--- src/rtl/leds7_scan_ctrl.sv ---
`default_nettype none
// ============================================================================
// leds7_scan_ctrl: two-requester round-robin writer into four 7-segment digits
// with per-digit blinking and a sticky invalid-value error.  Rev 1.0
// ============================================================================
module leds7_scan_ctrl #(
  parameter int BLINK_DIV = 25000000
) (
  input  logic       clk,
  input  logic       reset_n,
  input  logic       a_valid,
  output logic       a_ready,
  input  logic [1:0] a_digit,
  input  logic [3:0] a_data,
  input  logic       b_valid,
  output logic       b_ready,
  input  logic [1:0] b_digit,
  input  logic [3:0] b_data,
  input  logic [3:0] blink_en,
  input  logic       clr_err,
  output logic [6:0] hex0,
  output logic [6:0] hex1,
  output logic [6:0] hex2,
  output logic [6:0] hex3,
  output logic       err
);

  localparam int              CNT_W   = (BLINK_DIV > 2) ? $clog2(BLINK_DIV) : 1;
  localparam logic [CNT_W-1:0] CNT_MAX = CNT_W'(BLINK_DIV - 1);
  localparam logic [0:0]      GRANT_A = 1'b0;
  localparam logic [0:0]      GRANT_B = 1'b1;
  localparam logic [3:0]      BLANK   = 4'hF;
  localparam logic [6:0]      SEG_OFF = 7'h7F;

  logic [0:0]       last_grant_q, last_grant_d;
  logic [3:0]       digit_q [4];
  logic [3:0]       digit_d [4];
  logic             err_q, err_d;
  logic [CNT_W-1:0] cnt_q, cnt_d;
  logic             phase_q, phase_d;
  logic [6:0]       hex_q [4];
  logic [6:0]       hex_d [4];

  logic             a_gnt, b_gnt, xfer;
  logic [1:0]       sel_digit;
  logic [3:0]       sel_data;
  logic             bad_value;

  // Active-low segment pattern, bit6 = a ... bit0 = g.
  function automatic logic [6:0] seg_decode(input logic [3:0] v);
    logic [6:0] abcdefg;
    case (v)
      4'd0:    abcdefg = 7'b1111110;
      4'd1:    abcdefg = 7'b0110000;
      4'd2:    abcdefg = 7'b1101101;
      4'd3:    abcdefg = 7'b1111001;
      4'd4:    abcdefg = 7'b0110011;
      4'd5:    abcdefg = 7'b1011011;
      4'd6:    abcdefg = 7'b0011111;
      4'd7:    abcdefg = 7'b1110000;
      4'd8:    abcdefg = 7'b1111111;
      4'd9:    abcdefg = 7'b1110011;
      default: abcdefg = 7'b0000000;
    endcase
    return ~abcdefg;
  endfunction

  // Contention goes to whoever did not win last time.
  always_comb begin
    a_gnt = reset_n & a_valid & (~b_valid | (last_grant_q == GRANT_B));
    b_gnt = reset_n & b_valid & (~a_valid | (last_grant_q == GRANT_A));
  end

  assign a_ready = a_gnt;
  assign b_ready = b_gnt;

  always_comb begin
    xfer         = a_gnt | b_gnt;
    sel_digit    = a_gnt ? a_digit : b_digit;
    sel_data     = a_gnt ? a_data  : b_data;
    bad_value    = xfer && (sel_data > 4'd9);
    last_grant_d = last_grant_q;
    if (a_gnt) begin
      last_grant_d = GRANT_A;
    end else if (b_gnt) begin
      last_grant_d = GRANT_B;
    end
  end

  always_comb begin
    for (int i = 0; i < 4; i++) begin
      digit_d[i] = digit_q[i];
    end
    if (xfer) begin
      digit_d[sel_digit] = bad_value ? BLANK : sel_data;
    end
  end

  // Set has priority over a coincident clear.
  always_comb begin
    err_d = (err_q & ~clr_err) | bad_value;
  end

  always_comb begin
    if (cnt_q == CNT_MAX) begin
      cnt_d   = '0;
      phase_d = ~phase_q;
    end else begin
      cnt_d   = cnt_q + CNT_W'(1);
      phase_d = phase_q;
    end
  end

  generate
    for (genvar n = 0; n < 4; n++) begin : g_hex
      always_comb begin
        if ((digit_q[n] == BLANK) || (blink_en[n] && phase_q)) begin
          hex_d[n] = SEG_OFF;
        end else begin
          hex_d[n] = seg_decode(digit_q[n]);
        end
      end
    end
  endgenerate

  always_ff @(posedge clk) begin
    if (!reset_n) begin
      last_grant_q <= GRANT_B;
      err_q        <= 1'b0;
      cnt_q        <= '0;
      phase_q      <= 1'b0;
      for (int i = 0; i < 4; i++) begin
        digit_q[i] <= BLANK;
        hex_q[i]   <= SEG_OFF;
      end
    end else begin
      last_grant_q <= last_grant_d;
      err_q        <= err_d;
      cnt_q        <= cnt_d;
      phase_q      <= phase_d;
      for (int i = 0; i < 4; i++) begin
        digit_q[i] <= digit_d[i];
        hex_q[i]   <= hex_d[i];
      end
    end
  end

  assign hex0 = hex_q[0];
  assign hex1 = hex_q[1];
  assign hex2 = hex_q[2];
  assign hex3 = hex_q[3];
  assign err  = err_q;

endmodule
`default_nettype wire

--- config.mk ---
export PLATFORM = sky130hd
export DESIGN_NAME = leds7_scan_ctrl
export DESIGN_NICKNAME = d
export VERILOG_FILES = /design/src/rtl/leds7_scan_ctrl.sv
export SDC_FILE = /design/constraint.sdc
export NUM_CORES = 1
export LEC_CHECK = 0
export CAP_MARGIN = 20
export CORE_MARGIN = 2
export CORE_UTILIZATION = 35
export CTS_BUF_LIST = sky130_fd_sc_hd__clkbuf_4 sky130_fd_sc_hd__clkbuf_8
export CTS_CLUSTER_SIZE = 16
export DETAILED_ROUTE_END_ITERATION = 6
export GPL_ROUTABILITY_DRIVEN = 0
export PLACE_DENSITY_LB_ADDON = 0.3
export SLEW_MARGIN = 10
export SYNTH_ARGS = -nofsm -noshare
export SYNTH_HDL_FRONTEND = slang
export SYNTH_SLANG_ARGS = --single-unit
--- constraint.sdc ---
create_clock -name clk -period 3.1 [get_ports clk]
set_clock_uncertainty 0.2 [all_clocks]
set_input_delay 0.62 -clock clk [delete_from_list [all_inputs] [get_ports clk]]
set_output_delay 0.62 -clock clk [all_outputs]
set_load 0.005 [all_outputs]
# Yosys cells after proc, flatten, opt, wreduce, memory -nomap -nowiden
# Memories as Yosys holds them, arrays and structs flattened.
# Cells that the tools add are included.
# word_totals
regBits,28
mem_bits_rw,44
romBits,448
inputBits,21
output_inout_bits,31
wordCells,86
mem_count,6
# classes
add_sub_neg,1
n_lt_le_gt_ge,3
eq_ne,5
muxes,27
bitwise,28
reduce_logical,12
# mem_list
name,depth,word_bits,read_ports,rd_clocked_by_memory_dff,wr,line_no,rtl
(no name shown),16,7,1,0,0,52,case (v)
(no name shown),16,7,1,0,0,52,
(no name shown),16,7,1,0,0,52,
(no name shown),16,7,1,0,0,52,
hex_q,4,7,4,0,4,41,logic [6:0] hex_q [4];
digit_q,4,4,4,0,4,36,logic [3:0] digit_q [4];
# op_table
op,n
$mux W7,12
$mux W4,7
$not A7 Y7,4
$add A25 B1 Y25 const B,1
$eq A25 B25 Y1 const B,1
$bwmux W16,1
$eq A4 B4 Y1 const B,4
$mux W16,1
$or A1 B1 Y1,12
$demux W4 S2,1
$logic_and A1 B1 Y1,6
$not A1 Y1,6
$and A1 B1 Y1,5
$gt A4 B4 Y1 const B,1
$logic_or A1 B1 Y1,4
$mux W1,4
$ge A3 B3 Y1 const B,1
$lt A3 B1 Y1 const B,1
$not A2 Y3,1
$mux W2,1
$reduce_bool A2 Y1,1
$reduce_or A2 Y1,1

# Logic depth before layout (Yosys ltp)
# Gate-level depths: netlist of run 1.
# logic_depth
depth_word,12
ltp_mapped,6
depth_no_buf,6

# Least setup slack after synthesis of run 1
# Ideal clock, no wire load.
# synth_path
kind,input-to-output
startpoint,in reset_n
endpoint,out b_ready
arrival_ps,1313
required_ps,2280
path_slack_ps,967
path_stages,3
n_path_buf,2
path_cell_list,clkbuf_1 > clkbuf_1 > and2_1
# synth_between
elab_chain_cells,2
# synth_lines
element,line_no,rtl
"start, declared",10,"input logic reset_n,"
$and A1 B1 Y1 (2 in a row),71,b_gnt = reset_n & b_valid & (~a_valid | (last_grant_q == GRANT_A));
"end, declared",16,"output logic b_ready,"
# No other way between the ends.

# Final worst setup path of run 1
# layout_path
startpoint,in reset_n
endpoint,out a_ready
# layout_between
elab_chain_cells,2
# layout_lines
element,line_no,rtl
$and A1 B1 Y1 (2 in a row),70,a_gnt = reset_n & a_valid & (~b_valid | (last_grant_q == GRANT_B));
"end, declared",12,"output logic a_ready,"
# No other way between the ends.

==> results of run 1 <==
worst register-to-register path, cell delays in order (launching register included):
cell     delay (ns)
dfxtp_1        0.40
and4_1         0.46
nand4_2        0.35
or4_4          0.58
a21oi_2        0.15
per-stage QoR:
stage / power [uW] / util
after floorplan: 1120 / -
after global placement: 1210 / 0.432
after detailed placement: 1220 / 0.432
after CTS: 1950 / 0.452
after global routing: 2020 / 0.452
final: 1930 / 0.452
worst min path at each step:
stage / from / endpoint / cells after the start
after floorplan: cnt_q[0] / cnt_q[0] / 1
after global placement: cnt_q[0] / cnt_q[0] / 1
after detailed placement: cnt_q[0] / cnt_q[0] / 1
after CTS: cnt_q[0] / cnt_q[0] / 1
after global routing: cnt_q[0] / cnt_q[0] / 1
final: cnt_q[0] / cnt_q[0] / 1
layout by cell type, fill, tap and decap left out, types with 4 or more instances in the layout:
master	n
dfxtp_1	72
clkdlybuf4s50_1	51
nor2_1	40
a21oi_1	34
o21ai_0	31
nand2_1	28
inv_1	17
ha_1	17
buf_4	15
o311ai_1	12
nand4_1	11
nand3_1	11
and2_1	10
clkbuf_8	9
xor2_1	8
o31ai_1	8
o311ai_0	7
or3_1	7
mux2i_1	7
nand2b_1	6
a311oi_1	6
and3_1	6
a311o_1	6
a31oi_1	5
nor4_1	4
or4_1	4
metal layers:
metal / track usage / wire length, microns
met3: 0.0268 / 490
met5: 0 / 0
met4: 0.0848 / 155
met1: 0.221 / 4150
met2: 0.247 / 3700
final cells by class:
| cell class | instances | area (sq um) | share of cell area |
|---|---|---|---|
| tap | 133 | 166 | 0.0375 |
| timing repair buffer | 66 | 623 | 0.140 |
| clock buffer | 10 | 131 | 0.0296 |
| inverter | 18 | 67.6 | 0.0152 |
| sequential | 72 | 1440 | 0.325 |
| multi-input combinational | 302 | 1950 | 0.439 |
| clock inverter | 6 | 60.1 | 0.0135 |
kinds of logic (layout without fill, tap and decap cells):
group	count (synthesis)	count (layout)	share of synthesized area
AND/OR/NAND/NOR	146	146	0.220
adder cells (fa/ha/maj)	17	17	0.0598
XOR/XNOR	10	10	0.0246
multiplexers	7	7	0.0197
buffers and inverters	38	100	0.0478
AO/OA/AOI/OAI	122	122	0.223
flip-flops	72	72	0.405
report_power, final:
group	switching (uW)	total, uW	internal, uW	leakage (uW)
combinational	116	221	105	0.00100
sequential	31.8	979	947	0.000585
clock	350	726	376	0.0000955
state kept, by name, indices dropped and copies added, names as in the netlist:
name	count
err	1
digit_q	16
phase_q	1
hex_q	28
cnt_q	25
last_grant_q	1
==> flow_metrics.tcl, run 1 <==
set metrics [dict create \
    post_cts_buffers 0 \
    yosysWarnings 0 \
    area_growth_pct 24.7 \
    antenna_found_initial 0 \
    dr.pass1.iters 4 \
    grt_pass1_wl_mm 14.5 \
    place_ws_ns 0.233 \
    netlist_area_sq_um 3560 \
    tightest_slew_ns 0.795 \
    synth-main-ff-cell "dfxtp_1" \
    synthDistinctLibCells 46 \
    rrSetupSlack_ns 0.90 \
    worst-path-stages 5 \
    post-route-min-period_ns 2.86 \
    overflow 0 \
    hold_path.class "flop to flop" \
    drt_iter0_markers 202 \
    nets 507 \
    cp_top_family "buffers and inverters" \
    cp_max_fo 5 \
    cts_inserted_buffers 9 \
    synthTopCellsByCount "dfxtp_1 (72), nor2_1 (40), a21oi_1 (34), o21ai_0 (31), nand2_1 (28)" \
    root_buffer "clkbuf_8" \
    io_buffers 51 \
    crit_end "a_ready" \
    viasPerCell 5.23 \
    dp_cells 591 \
    path_buf_inv 3 \
    ys_seq_area_frac 0.405 \
    r2r-end "cnt_q[23]" \
    startpoint "reset_n" \
    drt-wirelength-per-cell_microns 14.0 \
    ys_ff_latch 72 \
    h-tree-depth 3 \
    cp.required_ns 2.28 \
    end_kind "output pin" \
    yosysTopAreaCellShare 0.405 \
    slowest_stage "clkdlybuf4s50_1" \
    arrival_ns 2.04 \
    fp.dieArea_sq_um 11000 \
    drv_slew 0 \
    reg2reg_from "cnt_q[2]" \
    cts_hold_repair.buffers 0 \
    drc 0 \
    synth.largest_area_cell "dfxtp_1" \
    ant_nets 0 \
    worst_slack_ns 0.244 \
    netlist_instances 412 \
    dp_hpwl_mm 6.22 \
    status "complete, no violations" \
    fmax_mhz 350 \
    path_class "input pin to output pin" \
    coreArea_sq_um 9820 \
    layout.cells.non_filler 607 \
    crit_chain "clkdlybuf4s50_1 > and2_1 > nand2_1 > inv_1 > clkdlybuf4s50_1" \
    rows 36 \
    start_util 0.363 \
    drive_gt1_frac 0.0886 \
    finalSetupTns_ns 0 \
    yosysMostFrequentCell "dfxtp_1" \
    fin_crit_sh 0.921 \
    synth_edf_count 0 \
    p_leak_uw 0.00168 \
    diodes 0 \
    wl_mm 8.50 \
    ioPinCount 52 \
    peakVddDrop_mv 0.201 \
    p_per_area_nw_per_um2 434 \
    nFillCells 986 \
    insertion_delay_ns 0.35 \
    max_slew_margin 0.465 \
    synthArstFlopShare 0 \
    grt.total_usage 0.163 \
    vias 3177 \
    rsz0062_at_grt "no" \
    place_area_sq_um 4250 \
    ctsResizeCount 0 \
    ys_top_cells_by_area "dfxtp_1 (40%), ha_1 (6.0%), a21oi_1 (4.8%), o21ai_0 (4.4%), nor2_1 (4.2%)" \
    crit_top_cell "clkdlybuf4s50_1" \
    fp.dieW_microns 105 \
    grt_max_degree 28 \
    critPathMaxStageDelay_ns 0.53 \
    hold_viol 0 \
    grt_pass1_vias 3027 \
    start_kind "input pin" \
    maxCapViolCount 0 \
    ctsLongestPathBuffers 2 \
    die_y_microns 105 \
    syn_area_per_cell_sq_um 8.64 \
    cts_tree "built" \
    ff2ff_path_depth 4 \
    setup_violations 0 \
    final_cell_area_sq_um 4440 \
    path_clk_slew_ns 0.07 \
    hold_slack_ns 0.241 \
    synth_nets 450 \
    cts.sinks 72 \
]
No activity file was read; power rests on OpenSTA's default activity.
==> run 2, diff against run 1 <==
--- a/config.mk
+++ b/config.mk
@@ -11,9 +11,11 @@
 export CTS_BUF_LIST = sky130_fd_sc_hd__clkbuf_4 sky130_fd_sc_hd__clkbuf_8
 export CTS_CLUSTER_SIZE = 16
 export DETAILED_ROUTE_END_ITERATION = 6
+export DONT_BUFFER_PORTS = 1
 export GPL_ROUTABILITY_DRIVEN = 0
 export PLACE_DENSITY_LB_ADDON = 0.3
-export SLEW_MARGIN = 10
+export SETUP_SLACK_MARGIN = 0.4
+export SLEW_MARGIN = 15
 export SYNTH_ARGS = -nofsm -noshare
 export SYNTH_HDL_FRONTEND = slang
 export SYNTH_SLANG_ARGS = --single-unit
==> run 2 against run 1 <==
  * Core utilization is 6.2 points lower
  * First-iteration DRC count grew 41%
  * Register-to-register slack lost 0.09 ns
  * Sequential share of layout area up 5.2 points
  * Largest power group unchanged
  * Highest routed layer unchanged
==> flow_metrics.tcl, run 2 (same netlist as run 1, synthesis figures left out) <==
set metrics [dict create \
    status "complete, no violations" \
    post_cts_buffers 0 \
    worst_slack_ns 0.811 \
    start_util 0.363 \
    fp.dieArea_sq_um 11000 \
    fp.dieW_microns 105 \
    top_regs "hex_q (28), cnt_q (25), digit_q (16)" \
    area_growth_pct 7.59 \
    path_buf_inv 0 \
    layout_commonest_cell "dfxtp_1" \
    cp_top_family "compound AO/OA/AOI/OAI gates" \
    place_ws_ns 0.652 \
    start_kind "flop" \
    cp.required_ns 3.10 \
    maxCapViolCount 0 \
    post-route-min-period_ns 2.29 \
    regArea_sq_um 1440 \
    coreArea_sq_um 9820 \
    grt.total_usage 0.155 \
    diodes 0 \
    setup_violations 0 \
    ctsLongestPathBuffers 2 \
    grt_pass1_wl_mm 13.7 \
    wl_mm 8.08 \
    peakVddDrop_mv 0.194 \
    dp_hpwl_mm 5.78 \
    root_buffer "clkbuf_8" \
    nets 443 \
    overflow 0 \
    die_y_microns 105 \
    multi_input_area_sq_um 1950 \
    hold_path.class "input pin to flop" \
    drt-wirelength-per-cell_microns 14.9 \
    end_kind "flop" \
    io_buffers 0 \
    cts_tree "built" \
    grt_max_degree 32 \
    crit_chain "nand2b_1 > a32o_1 > a311oi_1 > o311ai_1" \
    ctsResizeCount 0 \
    grt_pass1_vias 2781 \
    p_per_area_nw_per_um2 489 \
    p_leak_uw 0.00142 \
    insertion_delay_ns 0.36 \
    slowest_stage "a311oi_1" \
    max_slew_margin 0.463 \
    path_clk_slew_ns 0.09 \
    final_cell_mix "dfxtp_1 (72), nor2_1 (40), a21oi_1 (34)" \
    cts.sinks 72 \
    vias 2972 \
    viasPerCell 5.47 \
    rsz0062_at_grt "no" \
    ant_nets 0 \
    nFillCells 1019 \
    rows 36 \
    h-tree-depth 3 \
    dr.pass1.iters 6 \
    top_register "hex_q" \
    finalSetupTns_ns 0 \
    cp_max_fo 7 \
    fmax_mhz 437 \
    largest_register_ffs 28 \
    antenna_found_initial 0 \
    drt_iter0_markers 285 \
    drc 0 \
    fin_crit_sh 0.738 \
    tightest_slew_ns 0.800 \
    critPathMaxStageDelay_ns 0.72 \
    hold_viol 0 \
    ioPinCount 52 \
    path_class "flop to flop" \
    arrival_ns 2.29 \
    drive_gt1_frac 0.0707 \
    cts_hold_repair.buffers 0 \
    cts_inserted_buffers 9 \
    drv_slew 0 \
]
-- run 2: changes by cell type in the layout (fill, tap and decap cells not counted) --
cell | previous run | this run
clkbuf_4 | 1 | 3
buf_4 | 15 | 2
clkdlybuf4s50_1 | 51 | 0
clkinvlp_4 | 2 | 0
-- run 2: final timing paths --
path	startpoint	to	slack (ns)	cells after the start
max	last_grant_q	digit_q[0][0]	0.81	4
min	reset_n	last_grant_q	0.13	1
max reg2reg	last_grant_q	digit_q[0][0]	0.81	4
min reg2reg	cnt_q[0]	cnt_q[0]	0.24	1
-- run 2: metal layers --
metal,wire length (microns),vias to the layer above,global-route usage,part of all wire
met3,754,7,0.0655,0.093
met2,3350,80,0.225,0.41
li1,-,1506,-,-
met4,108,0,0.0571,0.013
met1,3880,1379,0.204,0.48
met5,0,-,0,0
-- run 2: report_power, final --
part,switching [uW],total [uW],leakage [uW],internal (uW)
Combinational,93.1,154,0.000726,61.2
Sequential,32.1,980,0.000585,947
Clock,342,737,0.000104,395
-- run 2: layout make-up --
type	count	area share
clock inverter	4	0.0118
timing repair buffer	2	0.00392
inverter	18	0.0176
clock buffer	12	0.0382
sequential	72	0.376
multi-input combinational	302	0.509
tap	133	0.0434
-- run 2: stage by stage --
| step | hold slack [ns] | power (uW) | std cells | area, sq um | util |
|---|---|---|---|---|---|
| CTS | 0.111 | 1900 | 543 | 3830 | 0.390 |
| detailed placement | 0.231 | 1150 | 527 | 3640 | 0.371 |
| floorplan | 0.213 | 1120 | 412 | 3560 | - |
| finish | 0.132 | 1870 | 543 | 3830 | 0.390 |
| global placement | 0.223 | 1150 | 527 | 3640 | 0.371 |
| global route | 0.109 | 1970 | 543 | 3830 | 0.390 |
==> run 3, diff against run 2 <==
==> constraint.sdc (replaced) <==
create_clock -name clk -period 2 [get_ports clk]
set_clock_uncertainty 0.2 [all_clocks]
set_input_delay 0.4 -clock clk [delete_from_list [all_inputs] [get_ports clk]]
set_output_delay 0.4 -clock clk [all_outputs]
set_load 0.005 [all_outputs]
==> run 3 against run 2 <==
  * The run now ends with hold timing left
  * Critical path depth did not move
  * Sequential cell count did not move
  * Worst hold slack got worse by 0.22 ns
  * Wire length rose by 22%
  * Combinational power rose to 2.5 times the previous value
  * Count of clock-buffer cells in the layout rose by 2
  * Sequential power rose by 55%
  * First-iteration DRC count fell by 24%
  * Fmax rose by 25%
  * Core utilization rose by 12 points
  * Clock power rose by 89%
==> flow_metrics.tcl, run 3 (same netlist as run 1, synthesis figures left out) <==
set metrics [dict create \
    coreArea_sq_um 9820 \
    grt.total_usage 0.179 \
    drv_slew 0 \
    diodes 0 \
    place_area_sq_um 3860 \
    layout_commonest_cell "dfxtp_1" \
    setup_violations 0 \
    fin_crit_sh 0.918 \
    violations "hold timing" \
    cp.required_ns 2.03 \
    overflow 0 \
    met3_usage 0.0580 \
    drive_gt1_frac 0.357 \
    die_y_microns 105 \
    area_growth_pct 39.3 \
    grt_use_met2 0.304 \
    rows 36 \
    root_buffer "clkbuf_8" \
    top_register "hex_q" \
    path_clk_slew_ns 0.08 \
    wl_mm 9.86 \
    cts_inserted_buffers 9 \
    peakVddDrop_mv 0.357 \
    grt_pass1_wl_mm 15.6 \
    arrival_ns 1.87 \
    post-route-min-period_ns 1.84 \
    cp_top_family "compound AO/OA/AOI/OAI gates" \
    crit_chain "nand2b_4 > a32o_4 > a311oi_4 > o311ai_1" \
    antenna_found_initial 0 \
    finalSetupTns_ns 0 \
    io_buffers 0 \
    cts.sinks 72 \
    min_from "reset_n" \
    final_cell_mix "dfxtp_1 (49), buf_4 (41), nor2_1 (32)" \
    ctsLongestPathBuffers 2 \
    p_leak_uw 0.00185 \
    grt_max_degree 32 \
    cts_tree "built" \
    path_class "flop to flop" \
    viasPerCell 5.50 \
    path_buf_inv 0 \
    hold_slack_ns -0.0852 \
    start_kind "flop" \
    drt_iter0_markers 218 \
    insertion_delay_ns 0.36 \
    dr.pass1.iters 5 \
    grt-busiest-layer "met2" \
    nets 498 \
    max_slew_margin 0.686 \
    end_kind "flop" \
    drt-wirelength-per-cell_microns 16.5 \
    grt_pass1_vias 3175 \
    startpoint "last_grant_q" \
    cts_hold_repair.buffers 2 \
    critPathMaxStageDelay_ns 0.42 \
    top_regs "hex_q (28), cnt_q (25), digit_q (16)" \
    maxCapViolCount 0 \
    start_util 0.363 \
    tightest_slew_ns 0.468 \
    drc 0 \
    dp_hpwl_mm 6.10 \
    cp_max_fo 7 \
    vias 3288 \
    ant_nets 0 \
    largest_register_ffs 28 \
    hold_path.class "input pin to flop" \
    slowest_stage "a311oi_4" \
    fp.dieArea_sq_um 11000 \
    final_cell_area_sq_um 4960 \
    status "finished with violations" \
    rsz0062_at_grt "yes" \
    fmax_mhz 545 \
    reg2reg_from "last_grant_q" \
    fp.dieW_microns 105 \
    h-tree-depth 3 \
    p_per_area_nw_per_um2 664 \
    hold_viol 12 \
    grt_use_met1 0.202 \
    ioPinCount 52 \
]
==> run 3: metrics by stage <==
step	cells	setup slack, ns	util	total power [uW]
CTS	586	0.215	0.477	3280
global placement	539	0.140	0.393	1820
detailed placement	539	0.157	0.393	1820
finish	598	0.164	0.505	3290
floorplan	412	0.249	-	1760
global route	598	0.0888	0.505	3430
==> run 3: power breakdown <==
part / switching [uW] / total [uW] / internal, uW
registers: 53.8 / 1520 / 1460
logic: 199 / 391 / 191
clock network: 553 / 1390 / 834
total: 806 / 3290 / 2490
==> run 3: worst paths after layout <==
| kind | slack, ns | end | depth (start not counted) |
|---|---|---|---|
| worst max-delay path | 0.16 | digit_q[2][1] | 4 |
| worst min-delay path | -0.09 | digit_q[1][1] | 1 |
| worst max register to register | 0.16 | digit_q[2][1] | 4 |
| worst min register to register | 0.26 | cnt_q[0] | 1 |
==> run 3: worst reg2reg max path: stages, from the launching register on <==
cell and delay (ns):
dfxtp_4 0.37, nand2b_4 0.19, a32o_4 0.38, a311oi_4 0.42, o311ai_1 0.15
==> run 3: area by class of cell <==
cell class / instances / area [sq um]
well taps: 133 / 166
multi-input cells: 304 / 2440
clock inverters: 2 / 60.1
fillers: 893 / 4860
inverters: 18 / 75.1
flip-flops and latches: 72 / 1490
clock buffers: 14 / 180
repair buffers: 55 / 547
==> run 3: timing repair <==
action | in CTS | in global routing
gates cloned | 5 | 0
hold endpoints to repair | 14 | 12
gates resized for setup | 58 | 44
setup buffers | 24 | 12
pin swaps | 17 | 21
setup endpoints to repair | 48 | 52
==> run 3: metal layers <==
layer	vias up	routed length, microns
li1	1624	-
met1	1574	4200
met2	76	4950
met3	14	519
met4	0	194
met5	-	0
